$ cat config.mk
export PLATFORM = sky130hd
export DESIGN_NAME = sar_result_collector
export DESIGN_NICKNAME = d
export VERILOG_FILES = /design/src/rtl/sar_result_collector.sv
export SDC_FILE = /design/constraint.sdc
export NUM_CORES = 1
export LEC_CHECK = 0
export ABC_AREA = 1
export CORE_ASPECT_RATIO = 1.25
export CORE_UTILIZATION = 45
export DETAILED_ROUTE_END_ITERATION = 10
export PLACE_DENSITY = 0.69
export SYNTH_ARGS = -nofsm -noshare
export SYNTH_HDL_FRONTEND = slang
export SYNTH_SLANG_ARGS = --single-unit
export TNS_END_PERCENT = 100
$ cat constraint.sdc
create_clock -name clk -period 5.9 [get_ports clk]
set_input_delay 1.18 -clock clk [delete_from_list [all_inputs] [get_ports clk]]
set_output_delay 1.18 -clock clk [all_outputs]
set_load 0.05 [all_outputs]
$ cat src/rtl/sar_result_collector.sv
// Collects SAR conversion results, optionally block-averages 2^n samples and buffers them in a FWFT FIFO.
// Optional min/max tracking of raw samples is built when SAR_COLLECT_MINMAX_EN is defined.
module sar_result_collector #(
    parameter int DATA_W       = 8,
    parameter int FIFO_DEPTH   = 8,
    parameter int AVG_MAX_LOG2 = 3
) (
    input  logic                            clk,
    input  logic                            rst,
    input  logic                            enable,
    input  logic [2:0]                      avg_log2,
    input  logic [DATA_W-1:0]               sar_in,
    input  logic                            eoc,
    output logic [DATA_W-1:0]               m_data,
    output logic                            m_valid,
    input  logic                            m_ready,
    output logic [$clog2(FIFO_DEPTH):0]     fifo_level,
    output logic                            overflow,
    output logic [7:0]                      drop_cnt,
    input  logic                            clr_ovf,
    output logic [DATA_W-1:0]               min_val,
    output logic [DATA_W-1:0]               max_val,
    input  logic                            minmax_clr
);

    localparam int ACC_W = DATA_W + AVG_MAX_LOG2;
    localparam int CNT_W = AVG_MAX_LOG2 + 1;
    localparam int PTR_W = $clog2(FIFO_DEPTH);
    localparam int LVL_W = PTR_W + 1;
    localparam logic [2:0]       N_MAX    = 3'(AVG_MAX_LOG2);
    localparam logic [LVL_W-1:0] LVL_FULL = LVL_W'(FIFO_DEPTH);

    // Averaging state
    logic [ACC_W-1:0]  acc_reg;
    logic [CNT_W-1:0]  blk_cnt_reg;
    logic [2:0]        n_reg;

    logic              sample;
    logic [2:0]        n_clamped;
    logic [2:0]        n_cur;
    logic [CNT_W-1:0]  blk_end;
    logic              blk_last;
    logic [ACC_W-1:0]  sum;
    logic [DATA_W-1:0] push_data;
    logic              push;

    assign sample    = eoc & enable;
    assign n_clamped = (avg_log2 > N_MAX) ? N_MAX : avg_log2;
    // The exponent only takes effect at a block boundary; mid-block it stays frozen.
    assign n_cur     = (blk_cnt_reg == '0) ? n_clamped : n_reg;
    assign blk_end   = (CNT_W'(1) << n_cur) - CNT_W'(1);
    assign blk_last  = (blk_cnt_reg == blk_end);
    assign sum       = acc_reg + ACC_W'(sar_in);
    assign push_data = DATA_W'(sum >> n_cur);
    assign push      = sample & blk_last;

    always_ff @(posedge clk) begin
        if (rst) begin
            acc_reg     <= '0;
            blk_cnt_reg <= '0;
            n_reg       <= '0;
        end else if (!enable) begin
            acc_reg     <= '0;
            blk_cnt_reg <= '0;
        end else if (sample) begin
            n_reg <= n_cur;
            if (blk_last) begin
                acc_reg     <= '0;
                blk_cnt_reg <= '0;
            end else begin
                acc_reg     <= sum;
                blk_cnt_reg <= blk_cnt_reg + CNT_W'(1);
            end
        end
    end

    // FIFO storage and control
    logic [DATA_W-1:0] mem [FIFO_DEPTH];
    logic [PTR_W-1:0]  wr_ptr_reg;
    logic [PTR_W-1:0]  rd_ptr_reg;
    logic [PTR_W-1:0]  rd_ptr_next;
    logic [LVL_W-1:0]  level_reg;
    logic [DATA_W-1:0] m_data_reg;
    logic              m_valid_reg;
    logic              overflow_reg;
    logic [7:0]        drop_cnt_reg;

    logic pop;
    logic full;
    logic wr_en;
    logic drop;

    assign pop         = m_valid_reg & m_ready;
    assign full        = (level_reg == LVL_FULL);
    assign wr_en       = push & (~full | pop);
    assign drop        = push & full & ~pop;
    assign rd_ptr_next = rd_ptr_reg + PTR_W'(1);

    always_ff @(posedge clk) begin
        if (wr_en) begin
            mem[wr_ptr_reg] <= push_data;
        end
    end

    always_ff @(posedge clk) begin
        if (rst) begin
            wr_ptr_reg   <= '0;
            rd_ptr_reg   <= '0;
            level_reg    <= '0;
            m_data_reg   <= '0;
            m_valid_reg  <= 1'b0;
            overflow_reg <= 1'b0;
            drop_cnt_reg <= '0;
        end else begin
            if (wr_en) begin
                wr_ptr_reg <= wr_ptr_reg + PTR_W'(1);
            end
            if (pop) begin
                rd_ptr_reg <= rd_ptr_next;
            end

            case ({wr_en, pop})
                2'b10:   level_reg <= level_reg + LVL_W'(1);
                2'b01:   level_reg <= level_reg - LVL_W'(1);
                default: level_reg <= level_reg;
            endcase

            // Head register: reloaded from memory on pop, or bypassed when the new word becomes head.
            if (pop) begin
                if (level_reg == LVL_W'(1)) begin
                    if (wr_en) begin
                        m_data_reg <= push_data;
                    end else begin
                        m_valid_reg <= 1'b0;
                    end
                end else begin
                    m_data_reg <= mem[rd_ptr_next];
                end
            end else if (wr_en && (level_reg == '0)) begin
                m_data_reg  <= push_data;
                m_valid_reg <= 1'b1;
            end

            if (clr_ovf) begin
                overflow_reg <= 1'b0;
                drop_cnt_reg <= '0;
            end else if (drop) begin
                overflow_reg <= 1'b1;
                if (drop_cnt_reg != 8'hFF) begin
                    drop_cnt_reg <= drop_cnt_reg + 8'd1;
                end
            end
        end
    end

    assign m_data     = m_data_reg;
    assign m_valid    = m_valid_reg;
    assign fifo_level = level_reg;
    assign overflow   = overflow_reg;
    assign drop_cnt   = drop_cnt_reg;

`ifdef SAR_COLLECT_MINMAX_EN
    logic [DATA_W-1:0] min_reg;
    logic [DATA_W-1:0] max_reg;

    always_ff @(posedge clk) begin
        if (rst || minmax_clr) begin
            min_reg <= '1;
            max_reg <= '0;
        end else if (sample) begin
            if (sar_in < min_reg) begin
                min_reg <= sar_in;
            end
            if (sar_in > max_reg) begin
                max_reg <= sar_in;
            end
        end
    end

    assign min_val = min_reg;
    assign max_val = max_reg;
`else
    logic unused_minmax_clr;
    assign unused_minmax_clr = minmax_clr;
    assign min_val = '1;
    assign max_val = '0;
`endif

endmodule
==> results of run 1 <==
## per-stage QoR
stage	utilization (%)	area [sq um]
after floorplan	-	6060
after global placement	50.7	6500
after detailed placement	50.7	6500
after CTS	52.9	6780
after global routing	52.9	6780
final	52.9	6780
## kinds of logic (layout without fill, tap and decap cells)
group / after synthesis / count (layout)
other cells: 2 / 16
flops: 110 / 110
simple gates: 370 / 370
fa+ha+maj: 19 / 19
buf+inv: 114 / 138
compound gates: 97 / 97
xor+xnor: 16 / 16
## cell type report
class	instances	share of cell area, %
Clock buffer	10	3.52
Sequential cell	110	41.9
Timing Repair Buffer	48	6.71
Tap cell	168	3.10
Multi-Input combinational cell	518	40.0
Inverter	74	4.09
Clock inverter	6	0.646
## synth_stat cells, types with 10 or more instances
master	number	area [sq um]
nand2_1	187	702
nand3_1	89	445
inv_1	65	244
edfxtp_1	64	1920
a21oi_1	63	315
dfxtp_1	46	921
nor2_1	43	161
buf_4	18	135
ha_1	18	225
clkbuf_1	16	60.1
o21ai_0	14	70.1
xor2_1	11	96.3
nor3_1	10	50.1
## worst max-delay path by stage
stage / startpoint / end / slack [ns] / depth (start not counted)
6_report: avg_log2[2] / acc_reg[5]$_SDFFE_PP0P_ / 1.90 / 15
5_1_grt: avg_log2[2] / acc_reg[5]$_SDFFE_PP0P_ / 1.67 / 15
4_1_cts: avg_log2[2] / acc_reg[5]$_SDFFE_PP0P_ / 1.93 / 15
3_5_place_dp: avg_log2[2] / acc_reg[5]$_SDFFE_PP0P_ / 1.56 / 15
3_3_place_gp: avg_log2[2] / acc_reg[5]$_SDFFE_PP0P_ / 1.59 / 15
2_1_floorplan: avg_log2[2] / mem[0][0]$_DFFE_PP_ / 1.96 / 15
## power breakdown
group / internal (W) / switching, W / total, W
registers: 0.000827 / 0.00000250 / 0.000830
clock network: 0.000301 / 0.000284 / 0.000584
logic: 0.0000450 / 0.000127 / 0.000172
## metal layers
layer	up-vias	track usage (%)	part of all wire, %	routed length (microns)
li1	2472	-	-	-
met1	2370	24.4	40	5570
met2	158	37.7	52	7280
met3	26	2.98	5.2	725
met4	0	8.53	2.4	341
met5	-	0	0	0
## worst max-delay path, stage by stage
cell and delay (ns):
clkdlybuf4s50_1 0.45, inv_1 0.07, nand2_1 0.07, nand3_1 0.08, nand2_1 0.24, nor2_1 0.21
nand2_1 0.07, ha_1 0.19, xnor2_1 0.15, inv_1 0.08, o21ai_2 0.26, nor2_4 0.10
nor2_1 0.74, nand3_1 0.21, a21oi_1 0.18
==> qor.yml, run 1 <==
setup_path:
  cp_max_fo: 12
  crit_arrival_ns: 4.27
  startpoint_type: "input pin"
  rrSetupSlack_ns: 2.43
  reg2reg_depth: 14
  regToRegEndpoint: "acc_reg[5]$_SDFFE_PP0P_"
  cp-end-kind: "flip-flop"
  worstPathRequired_ns: 6.17
  crit_type: "input pin to flip-flop"
  rr_startpoint: "blk_cnt_reg[0]$_SDFFE_PP0P_"
worst_hold_path:
  hold_path_end: "acc_reg[4]$_SDFFE_PP0P_"
  hp-class: "flip-flop to flip-flop"
  min_path_cells: 2
  min_from: "acc_reg[4]$_SDFFE_PP0P_"
finish:
  seq_area_sq_um: 2840
  largest_register_ffs: 64
  nFillCells: 1175
  area_growth_pct: 12.9
  drive_gt1_share_pct: 7.05
  mostFrequentLayoutCells: "187 x nand2_1, 89 x nand3_1, 65 x inv_1, 64 x edfxtp_1, 63 x a21oi_1"
  final_common_cell: "nand2_1"
  multiInputGateArea_sq_um: 2720
  stdcell_count: 934
  nNetsFinal: 798
  diodes: 0
power_and_ir_drop:
  vdd.ir_drop.worst_v: 0.000201
  p_leak_nw: 2.89
  finalPower_w: 0.00159
  p_per_area_nw_per_um2: 234
route:
  dr_total_vias: 5026
  drtIter0Drc: 269
  firstDrtPassIters: 7
  ant_nets: 0
  routedWlPerCell_microns: 14.9
  drc_errors: 0
  drt-total-wl_microns: 13900
  vias_per_cell: 5.38
sta:
  hold_viol_final: 0
  slew_headroom_pct: 34.9
  post-route-min-period_ns: 4.00
  setup_viol: 0
  fin_crit_sh_pct: 67.8
  timing_worst_slew_pin_value_ns: 0.970
  tns_ns: 0
  drv_slew: 0
  grt_setup_unrepaired: "no"
  skew_ns: 0.00654
  timing.hold.ws_ns: 0.471
  worst_slack_ns: 1.90
  fmax_ghz: 0.250
floorplanning:
  start_util_pct: 46.8
  ios: 56
  die_w_microns: 105
  rows: 46
  coreArea_sq_um: 12800
  die_h_microns: 131
  dieArea_sq_um: 13800
synth:
  seq_area_frac_synth_pct: 47.3
  async_flop_share_pct: 0
  netlist_area_sq_um: 6010
  ys_types: 43
  syn_inst: 728
  synth_edf_count: 64
  synth_area_per_cell_sq_um: 8.25
  synthMuxAreaShare_pct: 0
  synth_top_family_by_area: "simple AND/OR/NAND/NOR gates"
  yosysWarnings: 0
  synth_flop_cell: "edfxtp_1"
  yosys.area_share.simple_pct: 28.4
  synth_xor_area_share_pct: 2.33
  synth-adder-area-share_pct: 4.08
  synth_compound_area_share_pct: 9.39
  ys_ff_latch: 110
clock_tree:
  hold_buffers: 0
  cts.sinks: 110
  clk_pin_slew_ns: 0.07
  h-tree-depth: 3
  root_buffer: "clkbuf_16"
  clk_latency_ns: 0.35
  cts_setup_buffers: 0
  cts_made_buffers: 9
  ctsResizeCount: 0
  clockBufferDepth: 2
  cts_tree: "built"
global_route:
  grt_pass1_wl_microns: 22800
  grt_max_degree: 35
  antenna_found_initial: 0
  grt_overflow: 0
  first_global_vias: 4718
  gr-usage-all-layers_pct: 20.8
run_status:
  status: "complete, no violations"
placed_design:
  dp_cells: 918
  place.detailed.hpwl_microns: 10000
  io_buffers: 38
  globalplace.congestion: 0.829
  place_ws_ns: 1.56
run:
  drv_cap: 0
Power figures use the tool's default switching activity.
==> run 2: changes to the inputs <==
- clock period: 5.9 -> 3.77 ns (I/O delays scaled with it)
==> run 2 against run 1 <==
Net effect: worst setup slack worse by 1.5 ns; sequential share of layout area down 0.69 points; combinational power up 63%; wire length down 0.25%; via count down 1.7%; critical path type unchanged; largest power group unchanged; highest routed layer unchanged.
==> qor.yml, run 2 (same netlist as run 1, synthesis figures left out) <==
placed_design:
  globalplace.congestion: 0.866  # +4.4%
  io_buffers: 38  # unchanged
  dp_cells: 930  # +1.3%
  place.detailed.hpwl_microns: 10300  # +2.6%
  place_ws_ns: 0.0317  # -1.53 ns
worst_hold_path:
  hp-class: "flip-flop to flip-flop"
clock_tree:
  clockBufferDepth: 2  # unchanged
  hold_buffers: 0  # unchanged
  ctsResizeCount: 0  # unchanged
  cts_setup_buffers: 0  # unchanged
  cts_made_buffers: 9  # unchanged
  clk_latency_ns: 0.35  # about the same
  cts.sinks: 110  # unchanged
  clk_pin_slew_ns: 0.07  # about the same
  h-tree-depth: 3  # unchanged
  root_buffer: "clkbuf_16"
  cts_tree: "built"
floorplanning:
  start_util_pct: 46.8  # unchanged
  rows: 46  # unchanged
  die_w_microns: 105  # unchanged
  dieArea_sq_um: 13800  # unchanged
  ios: 56  # unchanged
  die_h_microns: 131  # unchanged
  coreArea_sq_um: 12800  # unchanged
setup_path:
  cpMaxStageDelayCell: "clkdlybuf4s50_1"
  rrSetupSlack_ns: 0.50  # -1.93 ns
  worstPathRequired_ns: 3.83  # -2.34 ns
  slowest_delay_ns: 0.51  # -0.23 ns
  rr_startpoint: "blk_cnt_reg[0]$_SDFFE_PP0P_"
  cp-endpoint: "mem[0][0]$_DFFE_PP_"
  crit_arrival_ns: 3.43  # -0.84 ns
  crit_cells: 15  # unchanged
  timing.critical_path.from: "avg_log2[2]"
  regToRegEndpoint: "mem[0][0]$_DFFE_PP_"
  cp-end-kind: "flip-flop"
  startpoint_type: "input pin"
  path_cells: "clkdlybuf4s50_1 -> nor2_1 -> nand3_2 -> nand2_4 -> nor2_1 -> nand2_1 -> ha_1 -> xnor2_1 -> a21oi_2 -> o21ai_2 -> nor3_4 -> nand2_1 -> or2_1 -> nor3_1 -> buf_4"
  crit_type: "input pin to flip-flop"
  cp_max_fo: 8  # -4
  crit_family: "simple AND/OR/NAND/NOR gates"
  crit_buf_inv: 2  # -1
  reg2reg_depth: 16  # +2
sta:
  tns_ns: 0  # unchanged
  drv_slew: 0  # unchanged
  skew_ns: 0.00894  # +0.00240 ns
  timing_worst_slew_pin_value_ns: 0.926  # -0.0438 ns
  fin_crit_sh_pct: 89.3
  grt_setup_unrepaired: "no"
  post-route-min-period_ns: 3.37
  fmax_ghz: 0.297
  worst_slack_ns: 0.404  # -1.49 ns
  hold_viol_final: 0  # unchanged
  slew_headroom_pct: 38.0  # +3.1 points
  setup_viol: 0  # unchanged
global_route:
  gr-usage-all-layers_pct: 20.9  # +0.036 points
  grt_overflow: 0  # unchanged
  antenna_found_initial: 0  # unchanged
  grt_max_degree: 35  # unchanged
  first_global_vias: 4758  # +0.85%
  grt_pass1_wl_microns: 23000  # +0.79%
route:
  firstDrtPassIters: 5  # -2
  drc_errors: 0  # unchanged
  vias_per_cell: 5.22  # -3.0%
  routedWlPerCell_microns: 14.7  # -1.5%
  drt-total-wl_microns: 13900  # -0.25%
  dr_total_vias: 4940  # -1.7%
  ant_nets: 0  # unchanged
  drtIter0Drc: 241  # -10%
power_and_ir_drop:
  p_leak_nw: 2.96  # +2.5%
  switching_power_w: 0.000662  # +60%
  finalPower_w: 0.00256  # +61%
  swShare_pct: 25.9  # -0.16 points
  p_per_area_nw_per_um2: 371  # +59%
  internal_power_w: 0.00190  # +62%
  power_frac_clock_pct: 38.3  # +1.5 points
  p_seq_share_pct: 50.7  # -1.6 points
  pwr-share-comb_pct: 10.9  # about the same
  vdd.ir_drop.worst_v: 0.000194  # -3.2%
finish:
  stdcell_count: 946  # +1.3%
  diodes: 0  # unchanged
  final_common_cell: "nand2_1"
  drive_gt1_share_pct: 8.48  # +1.4 points
  mostFrequentLayoutCells: "187 x nand2_1, 89 x nand3_1, 65 x inv_1, 64 x edfxtp_1, 63 x a21oi_1"
  post-route-util_pct: 53.7  # +0.89 points
  nNetsFinal: 810  # +1.5%
  area_growth_pct: 14.8
  largest_register_ffs: 64  # unchanged
run_status:
  status: "complete, no violations"
run:
  drv_cap: 0  # unchanged
-- run 2: worst min-delay path: stages, from the launching register on --
cell,delay [ns]
dfxtp_1,0.32
nand2_1,0.06
a21oi_1,0.05
-- run 2: final cells by class --
cell class,instances,area [sq um]
Tap cell,168,210
Multi-Input combinational cell,518,2720
Inverter,74,278
Fill cell,1191,5940
Sequential cell,110,2840
Clock inverter,7,81.3
Clock buffer,9,225
Timing Repair Buffer,60,546
-- run 2: worst min path at each step --
stage	startpoint	cells past startpoint	endpoint	slack, ns
floorplan	n_reg[0]$_SDFFE_PP0P_	2	n_reg[0]$_SDFFE_PP0P_	0.44
global placement	acc_reg[4]$_SDFFE_PP0P_	2	acc_reg[4]$_SDFFE_PP0P_	0.46
detailed placement	acc_reg[7]$_SDFFE_PP0P_	2	acc_reg[7]$_SDFFE_PP0P_	0.46
CTS	acc_reg[7]$_SDFFE_PP0P_	2	acc_reg[7]$_SDFFE_PP0P_	0.47
global route	acc_reg[7]$_SDFFE_PP0P_	2	acc_reg[7]$_SDFFE_PP0P_	0.50
finish	acc_reg[5]$_SDFFE_PP0P_	2	acc_reg[5]$_SDFFE_PP0P_	0.47
-- run 2: per-layer routing --
layer  wire [microns]  vias to the layer above  track usage, %
met5                0                        -               0
met3              680                       28            3.13
met1             5770                     2267            24.6
li1                 -                     2500               -
met2             7120                      145            37.5
met4              318                        0            8.37
-- run 2: power groups by stage --
stage          logic (W)  clock network, W  registers [W]
2_1_floorplan   0.000200                 0        0.00133
6_report        0.000280          0.000981        0.00130
3_5_place_dp    0.000277                 0        0.00133
3_3_place_gp    0.000270                 0        0.00133
4_1_cts         0.000278           0.00100        0.00130
5_1_grt         0.000309           0.00104        0.00130
-- run 2: through the flow --
| step | instance area, sq um | hold WS [ns] |
|---|---|---|
| 6_report | 6900 | 0.472 |
| 5_1_grt | 6900 | 0.495 |
| 4_1_cts | 6900 | 0.474 |
| 3_5_place_dp | 6590 | 0.463 |
| 3_3_place_gp | 6590 | 0.457 |
| 2_1_floorplan | 6060 | 0.439 |
==> run 3: changes to the inputs <==
- CORE_UTILIZATION: 45 -> 57
- PLACE_DENSITY: 0.69 -> 0.83
==> run 3 against run 2 <==
Net effect: sequential power about the same; register-to-register slack worse by 0.03 ns; worst hold slack better by 0.0011 ns; core utilization up 14 points; sequential share of layout area up 0.33 points; die area down 21%; critical endpoint is now mem[1][7]$_DFFE_PP_; highest routed layer unchanged.
==> qor.yml, run 3 (same netlist as run 1, synthesis figures left out) <==
sta:
  fin_crit_sh_pct: 91.2  # +1.9 points
  timing_worst_slew_pin_value_ns: 0.964  # +0.0380 ns
  post-route-min-period_ns: 3.44  # +0.0724 ns
  tns_ns: 0  # unchanged
  fmax_ghz: 0.291  # -2.1%
  grt_setup_unrepaired: "no"
  slew_headroom_pct: 35.5  # -2.5 points
  hold_viol_final: 0  # unchanged
  skew_ns: 0.00804  # -0.000897 ns
  setup_viol: 0  # unchanged
  drv_slew: 0  # unchanged
worst_hold_path:
  min_path_cells: 2  # unchanged
  hp-class: "flip-flop to flip-flop"
  hold_path_end: "n_reg[1]$_SDFFE_PP0P_"
  min_from: "n_reg[1]$_SDFFE_PP0P_"
clock_tree:
  ctsResizeCount: 0  # unchanged
  root_buffer: "clkbuf_16"
  cts_tree: "built"
  clockBufferDepth: 2  # unchanged
  hold_buffers: 0  # unchanged
  clk_pin_slew_ns: 0.07  # about the same
  cts_made_buffers: 9  # unchanged
  clk_latency_ns: 0.35  # about the same
  h-tree-depth: 3  # unchanged
  cts_setup_buffers: 0  # unchanged
  cts.sinks: 110  # unchanged
route:
  vias_per_cell: 5.65  # +8.2%
  ant_nets: 0  # unchanged
  routedWlPerCell_microns: 15.2  # +3.5%
  firstDrtPassIters: 5  # unchanged
  dr_total_vias: 5113  # +3.5%
  drc_errors: 0  # unchanged
  drt-total-wl_microns: 13700  # -0.99%
  drtIter0Drc: 306  # +27%
setup_path:
  crit_family: "simple AND/OR/NAND/NOR gates"
  crit_buf_inv: 2  # unchanged
  slowest_delay_ns: 0.51  # about the same
  startpoint_type: "input pin"
  rr_startpoint: "blk_cnt_reg[0]$_SDFFE_PP0P_"
  worstPathRequired_ns: 3.83  # about the same
  rrSetupSlack_ns: 0.47  # -0.03 ns
  cpMaxStageDelayCell: "clkdlybuf4s50_1"
  timing.critical_path.from: "avg_log2[2]"
  reg2reg_depth: 17  # +1
  path_cells: "clkdlybuf4s50_1 -> nor2_1 -> nand3_2 -> nand2_4 -> nor2_1 -> nand2_1 -> ha_1 -> xnor2_1 -> a21oi_2 -> o21ai_2 -> nor2_4 -> nand2_8 -> nor2_2 -> nand2_1 -> nor3_1 -> buf_4"
  cp_max_fo: 8  # unchanged
  regToRegEndpoint: "mem[1][7]$_DFFE_PP_"
  crit_arrival_ns: 3.49  # +0.06 ns
  crit_type: "input pin to flip-flop"
  cp-end-kind: "flip-flop"
run:
  drv_cap: 0  # unchanged
global_route:
  grt_overflow: 0  # unchanged
  grt_pass1_wl_microns: 22200  # -3.5%
  antenna_found_initial: 0  # unchanged
  gr-usage-all-layers_pct: 26.5  # +5.6 points
  grt_max_degree: 34  # -2.9%
  first_global_vias: 4749  # -0.19%
floorplanning:
  die_h_microns: 117  # -11%
  start_util_pct: 59.1  # +12 points
  rows: 41  # -11%
  coreArea_sq_um: 10200  # -21%
  die_w_microns: 93.8  # -11%
  ios: 56  # unchanged
  dieArea_sq_um: 11000  # -21%
finish:
  area_growth_pct: 13.9
  nFillCells: 816  # -31%
  mostFrequentLayoutCells: "187 x nand2_1, 89 x nand3_1, 65 x inv_1, 64 x edfxtp_1, 63 x a21oi_1"
  drive_gt1_share_pct: 7.99  # -0.49 points
  nNetsFinal: 808  # -0.25%
  multiInputGateArea_sq_um: 2720  # unchanged
  diodes: 0  # unchanged
  largest_register_ffs: 64  # unchanged
  fin_area_sq_um: 6840  # -0.80%
  seq_area_sq_um: 2840  # unchanged
  final_common_cell: "nand2_1"
run_status:
  status: "complete, no violations"
power_and_ir_drop:
  p_per_area_nw_per_um2: 377  # +1.5%
  p_leak_nw: 2.95  # -0.34%
  finalPower_w: 0.00258  # +0.65%
  vdd.ir_drop.worst_v: 0.000239  # +23%
placed_design:
  place.detailed.hpwl_microns: 9850  # -4.1%
  dpl-instance-area_sq_um: 6530  # -0.97%
  io_buffers: 38  # unchanged
  globalplace.congestion: 0.883  # +2.0%
-- run 3: metal layers --
metal / track usage, % / vias up / wire length [microns]
met2: 48.0 / 187 / 7140
li1: - / 2503 / -
met1: 30.5 / 2385 / 5310
met3: 3.81 / 38 / 760
met4: 13.1 / 0 / 533
met5: 0 / - / 0
-- run 3: how the worst max path moves through the flow --
stage	slack (ns)	to	depth (start not counted)
2_1_floorplan	0.26	mem[0][0]$_DFFE_PP_	15
3_3_place_gp	0.16	acc_reg[5]$_SDFFE_PP0P_	14
3_5_place_dp	0.03	mem[1][3]$_DFFE_PP_	16
4_1_cts	0.36	mem[1][7]$_DFFE_PP_	16
5_1_grt	0.19	acc_reg[5]$_SDFFE_PP0P_	14
6_report	0.33	mem[1][7]$_DFFE_PP_	16
-- run 3: tightest hold or removal path, cell delays in order (launching register included) --
cell and delay (ns):
dfxtp_1 0.31, inv_1 0.06, a21oi_1 0.06
-- run 3: metrics by stage --
stage | util [%] | setup WS, ns | cells | hold WS, ns
after detailed placement | 64.3 | 0.0267 | 889 | 0.466
after global routing | 67.4 | 0.195 | 905 | 0.491
final | 67.4 | 0.332 | 905 | 0.474
after global placement | 64.3 | 0.163 | 889 | 0.455
after floorplan | - | 0.258 | 742 | 0.439
after CTS | 67.4 | 0.360 | 905 | 0.476
-- run 3: layout make-up --
cell class,instances,area share (%)
clock buffers,11,3.40
clock inverters,5,1.21
inverters,74,4.06
multi-input cells,518,39.7
flip-flops and latches,110,41.5
well taps,129,2.36
repair buffers,58,7.75
-- run 3: power breakdown --
group | leakage [nW] | total [W] | internal, W | switching (W)
combinational | 1.85 | 0.000272 | 0.0000753 | 0.000197
sequential | 0.949 | 0.00130 | 0.00130 | 0.00000424
clock | 0.149 | 0.00101 | 0.000585 | 0.000420
